===== config.mk =====
export PLATFORM = sky130hd
export DESIGN_NAME = left_rotator_seq
export DESIGN_NICKNAME = d
export VERILOG_FILES = /design/src/rtl/left_rotator_seq.sv
export SDC_FILE = /design/constraint.sdc
export NUM_CORES = 1
export LEC_CHECK = 0
export ABC_AREA = 0
export CORE_MARGIN = 2
export CORE_UTILIZATION = 35
export CTS_BUF_LIST = sky130_fd_sc_hd__clkbuf_8
export DETAILED_ROUTE_END_ITERATION = 10
export PLACE_DENSITY = 0.67
export SKIP_CTS_REPAIR_TIMING = 1
export SYNTH_ARGS = -nofsm -noshare
export SYNTH_HDL_FRONTEND = slang
export SYNTH_SLANG_ARGS = --single-unit

===== constraint.sdc =====
create_clock -name clk -period 2.1 [get_ports clk]
set_clock_uncertainty 0.05 [all_clocks]
set_input_delay 0.42 -clock clk [delete_from_list [all_inputs] [get_ports clk]]
set_output_delay 0.42 -clock clk [all_outputs]
set_load 0.05 [all_outputs]

===== src/rtl/left_rotator_seq.sv =====
// Multi-cycle left barrel rotator: one log2 rotate stage per clock, valid/ready on both sides.
// A word is accepted in IDLE, rotated over M cycles in ROT, then presented in HOLD until taken.
module left_rotator_seq #(
  parameter int N = 8,
  parameter int M = 3
) (
  input  logic         clk,
  input  logic         reset,
  input  logic         in_valid,
  output logic         in_ready,
  input  logic [N-1:0] in_data,
  input  logic [M-1:0] in_amt,
  output logic         out_valid,
  input  logic         out_ready,
  output logic [N-1:0] out_data,
  output logic         busy
);

  localparam int KW = (M > 1) ? $clog2(M) : 1;

  typedef enum logic [1:0] {
    IDLE = 2'd0,
    ROT  = 2'd1,
    HOLD = 2'd2
  } state_t;

  // Handshake contract: a transfer happens on a rising edge where valid && ready.
  // in_ready is a pure decode of state (gated by reset) and out_valid never looks at out_ready.

  state_t         state, state_nxt;
  logic [N-1:0]   data_r, data_nxt;
  logic [M-1:0]   amt_r, amt_nxt;
  logic [KW-1:0]  k, k_nxt;
  logic [N-1:0]   rot_stage;

  // Stage k rotates by exactly 2**k; the shift pair keeps every bit.
  always_comb begin
    rot_stage = (data_r << (1 << k)) | (data_r >> (N - (1 << k)));
  end

  always_comb begin
    state_nxt = state;
    data_nxt  = data_r;
    amt_nxt   = amt_r;
    k_nxt     = k;
    case (state)
      IDLE: begin
        if (in_valid && in_ready) begin
          data_nxt  = in_data;
          amt_nxt   = in_amt;
          k_nxt     = '0;
          state_nxt = ROT;
        end
      end
      ROT: begin
        if (amt_r[k]) begin
          data_nxt = rot_stage;
        end
        k_nxt = k + 1'b1;
        if (k == KW'(M - 1)) begin
          state_nxt = HOLD;
        end
      end
      HOLD: begin
        if (out_ready) begin
          state_nxt = IDLE;
        end
      end
      default: begin
        state_nxt = IDLE;
      end
    endcase
  end

  always_ff @(posedge clk) begin
    if (reset) begin
      state  <= IDLE;
      data_r <= '0;
      amt_r  <= '0;
      k      <= '0;
    end else begin
      state  <= state_nxt;
      data_r <= data_nxt;
      amt_r  <= amt_nxt;
      k      <= k_nxt;
    end
  end

  assign in_ready  = (state == IDLE) && !reset;
  assign out_valid = (state == HOLD);
  assign out_data  = data_r;
  assign busy      = (state == ROT) || (state == HOLD);

endmodule


=== Word level (Yosys, flattened, before mapping) ===
Cells that the tools add are included.

* Bits of input ports: 15
* Register bits: 15

* Bitwise operators: 1
* Reduce and logical (&&, ||, !) cells: 10
* Add/sub/neg operators: 2
* Shift operators: 3
* Mux-type cells: 11
* Magnitude comparators: 1
* Equality and inequality tests: 7

{| class="wikitable"
|+ Operator list
! operator !! count
|-
| << shifter 1 x 2 -> 32 bit (first input constant) || 1
|-
| << shifter 8 x 32 -> 8 bit || 1
|-
| right shift 8 x 32 -> 8 bit || 1
|-
| subtractor 5 x 32 -> 32 bit (first input constant) || 1
|-
| 2-to-1 mux 8 bit || 2
|-
| one-hot mux 8 bit (2 select lines) || 1
|-
| 2-to-1 mux 2 bit || 4
|-
| OR 8 bit || 1
|-
| != test 2 bit (second input constant) || 3
|-
| one-hot mux 2 bit (3 select lines) || 1
|-
| AND reduction 3 bit || 2
|-
| equality test 2 bit (second input constant) || 2
|-
| one-hot mux 2 bit (2 select lines) || 1
|-
| AND reduction 2 bit || 2
|-
| < comparator 2 x 3 -> 1 bit (second input constant) || 1
|-
| adder 2 x 1 -> 2 bit (second input constant) || 1
|-
| binary-select mux 1 bit (select 2 bit) || 1
|-
| equality test 2 x 1 -> 1 bit (second input constant) || 1
|-
| logical AND 1 bit || 2
|-
| logical NOT 2 bit || 1
|-
| != test 2 x 1 -> 1 bit (second input constant) || 1
|-
| nonzero test 2 bit || 1
|-
| logical NOT 1 bit || 1
|-
| logical OR 1 bit || 1
|-
| 2-to-1 mux 1 bit || 1
|}

=== Logic depth before layout (Yosys ltp) ===
* Word-level depth: 6
* Gate-level depth with buffers: 8
* Mapped depth without buffers: 6

=== Least setup slack after synthesis ===
OpenSTA, ideal clock, no wires.

* Path type: register -> register
* Start point: register k[1]
* End point: register data_r[2] (netlist: out_data[2])
* Arrival time: 1.984 ns
* Stages on the path, launching flop included: 8
* Library setup time: 0.118 ns
* Setup slack: -0.051 ns
* Cells stage by stage: dfxtp_1 > inv_1 > ha_1 > buf_6 > mux2_4 > a32o_1 > or4_1 > a32o_1

* Word-level cells in the longest chain between the ends: 6
* Elaborated cells between the ends (all ways): 11

{| class="wikitable"
|+ Ends and longest elaborated chain
! element !! line !! source
|-
| start, declared || 33 || <nowiki>logic [KW-1:0] k, k_nxt;</nowiki>
|-
| start signal, assigned || 85 || <nowiki>k <= k_nxt;</nowiki>
|-
| << shifter 1 x 2 -> 32 bit || 38 || <nowiki>rot_stage = (data_r << (1 << k)) | (data_r >> (N - (1 << k)));</nowiki>
|-
| subtractor 5 x 32 -> 32 bit || 38 ||
|-
| right shift 8 x 32 -> 8 bit || 38 ||
|-
| OR 8 bit || 38 ||
|-
| 2-to-1 mux 8 bit || 56 || <nowiki>if (amt_r[k]) begin</nowiki>
|-
| one-hot mux 8 bit (2 select lines) || 46 || <nowiki>case (state)</nowiki>
|-
| end signal, assigned || 83 || <nowiki>data_r <= data_nxt;</nowiki>
|-
| end, declared || 31 || <nowiki>logic [N-1:0] data_r, data_nxt;</nowiki>
|}

Several ways; a longest one is shown, not always the timed one. The select of a mux whose other input is x is not followed.
A chain may end at the register's enable or synchronous reset.

=== Worst setup path in the final report ===
* Start point: register k[0]
* End point: register data_r[6] (netlist: out_data[6])

The elaborated chain is that of the path after synthesis.

==> qor.txt <==
Status: finished, final reports clean
Initial core utilization: 0.369
Port buffer count: 25
Slew headroom: 0.725
Share of cells above drive strength 1: 0.293
CP required: 2.17 ns
CTS clk-pin slew, worst paths: 0.06 ns
CTS H-Tree Depth: 1
P&R area growth vs syn: 37.0%
Count of final hold-check violations: 0
Die W: 66.6 µm
Cell accounting for the most synthesized area: dfxtp_1
Final setup fails: 0
Yosys reg bits: 15
Total grt overflow: 0
Syn_nets: 187
Fin crit share: 0.965
Ys flop type: dfxtp_1
PD cells: 722 nW/µm²
Post-route cell area: 1880 µm²
Ys async rst share: 0
Clk Latency, worst-skew pair: 0.24 ns
Ports: 26
Largest net degree at the start of global routing: 14
Nets: 230
PnR worst setup slack: 0.0730 ns
EDFF count, synth: 0
Worst hold slack: 0.411 ns
Syn Inst Count: 163
Fmax: 493 MHz
Routed Wire Length: 3.93 mm
Lkg Pwr: 0.716 nW
Clk root buf: clkbuf_8
CTS Buf Count: 3
Avg Inst Size Synth: 8.41 µm²
Synth cell count leaders: 16 x mux2i_1, 15 x dfxtp_1, 11 x a21oi_1
Synth cell types: 44
Dpl cell area: 1790 µm²
Slew Viols, Final: 0
CTS tree: done
Via count: 1424
CP max FO: 5
Crit path time final: 2.03 ns
Placer Congestion: 0.923
Final core utilization: 0.506
Max-Cap Viols: 0
WP data arrival: 2.10 ns
Crit path launch type: register
Crit. End Element: register
Worst-Margin Slew: 0.408 ns
Most frequent cell after synthesis: mux2i_1
First-pass GRT wire length: 6.51 mm
Die area: 4430 µm²
Sequential area share after synthesis: 0.219
Mapped Area: 1370 µm²
Row cnt: 22
Tot Pwr: 0.00136 W
Max clock buf depth: 2
Synth top area share: 0.219
N_diodes: 0
Pre-antenna DRT Iters: 4
Maximum VDD drop: 0.000432 V
Yosys warnings: 0
WS Path Type: register to register
# DRC: 0
Dominant cells by area after synthesis: dfxtp_1 22%, mux2i_1 12%, ha_1 8.2%
WL/cell: 15.5 µm
Core area: 3720 µm²
Antenna violations before repair: 0
Vias per cell: 5.63
1st-iter DRT viols: 168
Pre-CTS WS: 0.0379 ns
CTS Sinks: 15
Die height: 66.6 µm
Total GRT Usage: 0.188
Hpwl dp: 3.10 mm
Class of the worst hold path: register to register
Vias in the first global route: 1406
Antenna Violating Nets Remaining: 0
==> worst max-delay path: stages (launching register included) <==
cell       delay [ns]
dfxtp_2          0.35
inv_1            0.11
ha_2             0.26
mux4_2           0.54
a2bb2oi_1        0.16
a211oi_1         0.34
o2bb2ai_1        0.11
==> cells by family (layout without fill, tap and decap cells) <==
| logic type | count (synthesis) | count (layout) | share of synthesized area |
|---|---|---|---|
| AOI/OAI and AO/OA | 46 | 46 | 0.248 |
| DFF | 15 | 15 | 0.219 |
| buffers and inverters | 21 | 63 | 0.0693 |
| adders and majority gates | 9 | 9 | 0.0821 |
| and+or+nand+nor | 51 | 51 | 0.196 |
| muxes | 21 | 21 | 0.185 |
==> cell type report <==
class                      instances  area [µm²]
clock buffer                       3        41.3
tap                               48        60.1
fill                             370        1840
multi-input combinational        127        1010
sequential                        15         303
timing repair buffer              50         427
inverter                           9        33.8
clock inverter                     1        3.75
==> layout by cell type, fill, tap and decap left out, drive strengths merged, types with 2 or more instances in the layout <==
cell type      count
a211oi             3
a21oi             11
a31oi              3
a32o               6
buf               36
clkbuf             3
clkdlybuf4s50     14
dfxtp             15
ha                 9
inv               10
mux2               2
mux2i             16
mux4               3
nand2             10
nand2b             4
nand3              8
nor2               9
nor2b              6
nor3               3
o211ai             3
o21ai              3
o221ai             2
o22ai              2
or2                5
or3b               3
==> power breakdown <==
group	total (W)	leakage [nW]	switching, W	internal, W
logic	0.000729	0.565	0.000397	0.000332
clock network	0.000225	0.0269	0.0000956	0.000129
registers	0.000402	0.124	0.0000762	0.000326
total	0.00136	0.716	0.000569	0.000787
==> through the flow <==
step                std cells  TNS (ns)
global route              253   -0.0117
finish                    253         0
floorplan                 163         0
CTS                       253         0
detailed placement        249         0
global placement          249         0
==> sequential cells by signal, summed over array words and instances, names as in the netlist <==
register	count
out_data	8
k	2
amt_r	3
state	2
==> routing by layer <==
layer	vias up	GRT usage	share of wire
met1	673	0.237	0.42
met2	48	0.325	0.49
met3	8	0.0304	0.073
li1	695	-	-
met4	0	0.0612	0.018
met5	-	0	0
==> final timing paths <==
check,from,depth (start not counted),end,slack (ns)
setup / recovery,k[0]$_SDFFE_PP0P_,6,out_data[6]$_SDFFE_PP0P_,0.07
hold / removal,amt_r[0]$_SDFFE_PP0P_,2,amt_r[0]$_SDFFE_PP0P_,0.41
setup reg to reg,k[0]$_SDFFE_PP0P_,6,out_data[6]$_SDFFE_PP0P_,0.07
hold reg to reg,amt_r[0]$_SDFFE_PP0P_,2,amt_r[0]$_SDFFE_PP0P_,0.41
Power figures use the tool's default switching activity.
==> RTL change: new RTL, config.mk and constraints unchanged <==
Re-encode `state_t` (3 states) as one-hot, 3 bits wide.
--- a/src/rtl/left_rotator_seq.sv
+++ b/src/rtl/left_rotator_seq.sv
@@ -19,8 +19,8 @@
   localparam int KW = (M > 1) ? $clog2(M) : 1;
 
-  typedef enum logic [1:0] {
-    IDLE = 2'd0,
-    ROT  = 2'd1,
-    HOLD = 2'd2
+  typedef enum logic [2:0] {
+    IDLE = 3'b001,
+    ROT  = 3'b010,
+    HOLD = 3'b100
   } state_t;
 
Function: no difference found for any inputs over 10 cycles, from zero or initial values and one cycle with reset high; not proved beyond that.
==> RTL change against the unedited design <==
- sequential share of layout area increased by 1.8 points
- setup slack got worse by 0.014 ns
- die area is 0.34% lower
- routed wire length fell by 4.1%
- register-to-register slack better by 0.05 ns
- cell area shrank 4.7%
- sequential cell count up 1
- cell count up 4.0%
- synthesized area down 0.36%
- highest routed layer unchanged
Power is not compared: it rests on default switching activity, and its combinational part moved more than twofold at a synthesized area within 25%.
==> RTL change: results (changes against the unedited design) <==
Slew @ Worst Pin 0.499 ns (+0.0913 ns); Initial DRT Pass Iterations 4 (unchanged); Antenna diodes 0 (unchanged); CP top delay family buffers and inverters; input/output buffers 25 (unchanged); Fin Hold WS 0.410 ns (-0.000386 ns); slowest stage delay, CP 0.85 ns (+0.31 ns); synth top area cells dfxtp_1 (23%), nand2_1 (8.2%), mux2i_1 (6.6%); max reg flops 8 (unchanged); H-tree levels 1 (unchanged); Syn. warnings 0 (unchanged); Seq/Total Area, Yosys 23.4% (+1.5 points); area post-placement 0.00173 mm² (-3.4%); Arr. time, crit path 1.57 ns (-0.53 ns); Hold Crit Endpoint amt_r[2]; gpl congestion 0.928 (+0.49%); R2R setup slack 0.12 ns (+0.05 ns); HP Start amt_r[2]; DRC marker count from the first detailed-route iteration 171 (+1.8%); layout net count 236 (+2.6%); FF-to-FF End out_data[7]; leakage power 0.714 nW; layout cells sized above 1 16.7% (-13 points); Total GRT Usage 17.8% (-1.0 points); CTS Buffer Depth 2 (unchanged); pin count of the biggest net entering global routing 23 (+9); syn_nets 205 (+9.6%); number of global-route vias before repair 1316 (-6.4%); Worst R2R Start k[1]; worst reg2reg path depth 7 (+1); Commonest cells post-synth nand2_1 (30), nor2_1 (20), dfxtp_1 (16), a21oi_1 (13), mux2i_1 (9); CP Max Fanout 6 (+1); Routed WL 3770 µm (-4.1%); Cell variety after synth 43 (-2.3%); first-pass GRT wire length 6050 µm (-7.1%); DP HPWL 2850 µm (-8.3%); CP max-delay cell clkdlybuf4s50_1; outcome complete, no violations; via count 1476 (+3.7%); Clk Latency, worst-skew pair 0.25 ns; cts bufs inserted 3 (unchanged)
RTL change: changes by cell type after synthesis, sizes merged, moves of 5 or more:
| cell | unedited run | this run |
|---|---|---|
| buf | 7 | 12 |
| mux2i | 16 | 9 |
| nand2 | 10 | 30 |
| nor2 | 9 | 20 |
| o21ai | 3 | 8 |
RTL change: worst max-delay path by stage:
stage | from | end | slack, ns | cells after the start
after floorplan | k[1] | out_data[5] | 0.19 | 8
after global placement | reset | out_data[7] | 0.06 | 6
after detailed placement | reset | out_data[7] | 0.02 | 6
after CTS | state[1] | busy | 0.04 | 3
after global routing | k[0] | out_data[5] | 0.003 | 8
final | out_data[6] | out_data[6] | 0.06 | 1
RTL change: stage by stage:
stage               utilization (%)  setup slack [ns]  std cells
CTS                            48.1            0.0396        263
global route                   48.2           0.00272        263
detailed placement             46.6            0.0217        259
global placement               46.6            0.0595        259
floorplan                         -             0.189        185
finish                         48.2            0.0592        263
RTL change: per-layer routing:
layer  GRT usage [%]  vias to the layer above  part of all wire, %
met1            22.8                      681                   44
met2            29.4                       64                   48
met5               0                        -                    0
li1                -                      725                    -
met3            4.73                        6                  7.2
met4            4.85                        0                  1.3
RTL change: cell type report:
class,instances,area (µm²)
clock buffers,4,55.1
fillers,378,1920
inverters,7,26.3
multi-input cells,147,931
flip-flops and latches,16,322
well taps,48,60.1
repair buffers,41,398
RTL change: report_power, final:
part           internal (W)  switching (W)
Clock              0.000166       0.000116
Combinational     0.0000970       0.000111
Sequential         0.000319      0.0000193
RTL change: cells by family after synthesis:
family	after synthesis	synth area share, %
AOI/OAI and AO/OA	50	25.3
DFF	16	23.4
buffers and inverters	22	8.61
muxes	14	10.7
and+or+nand+nor	78	27.4
adders and majority gates	5	4.58
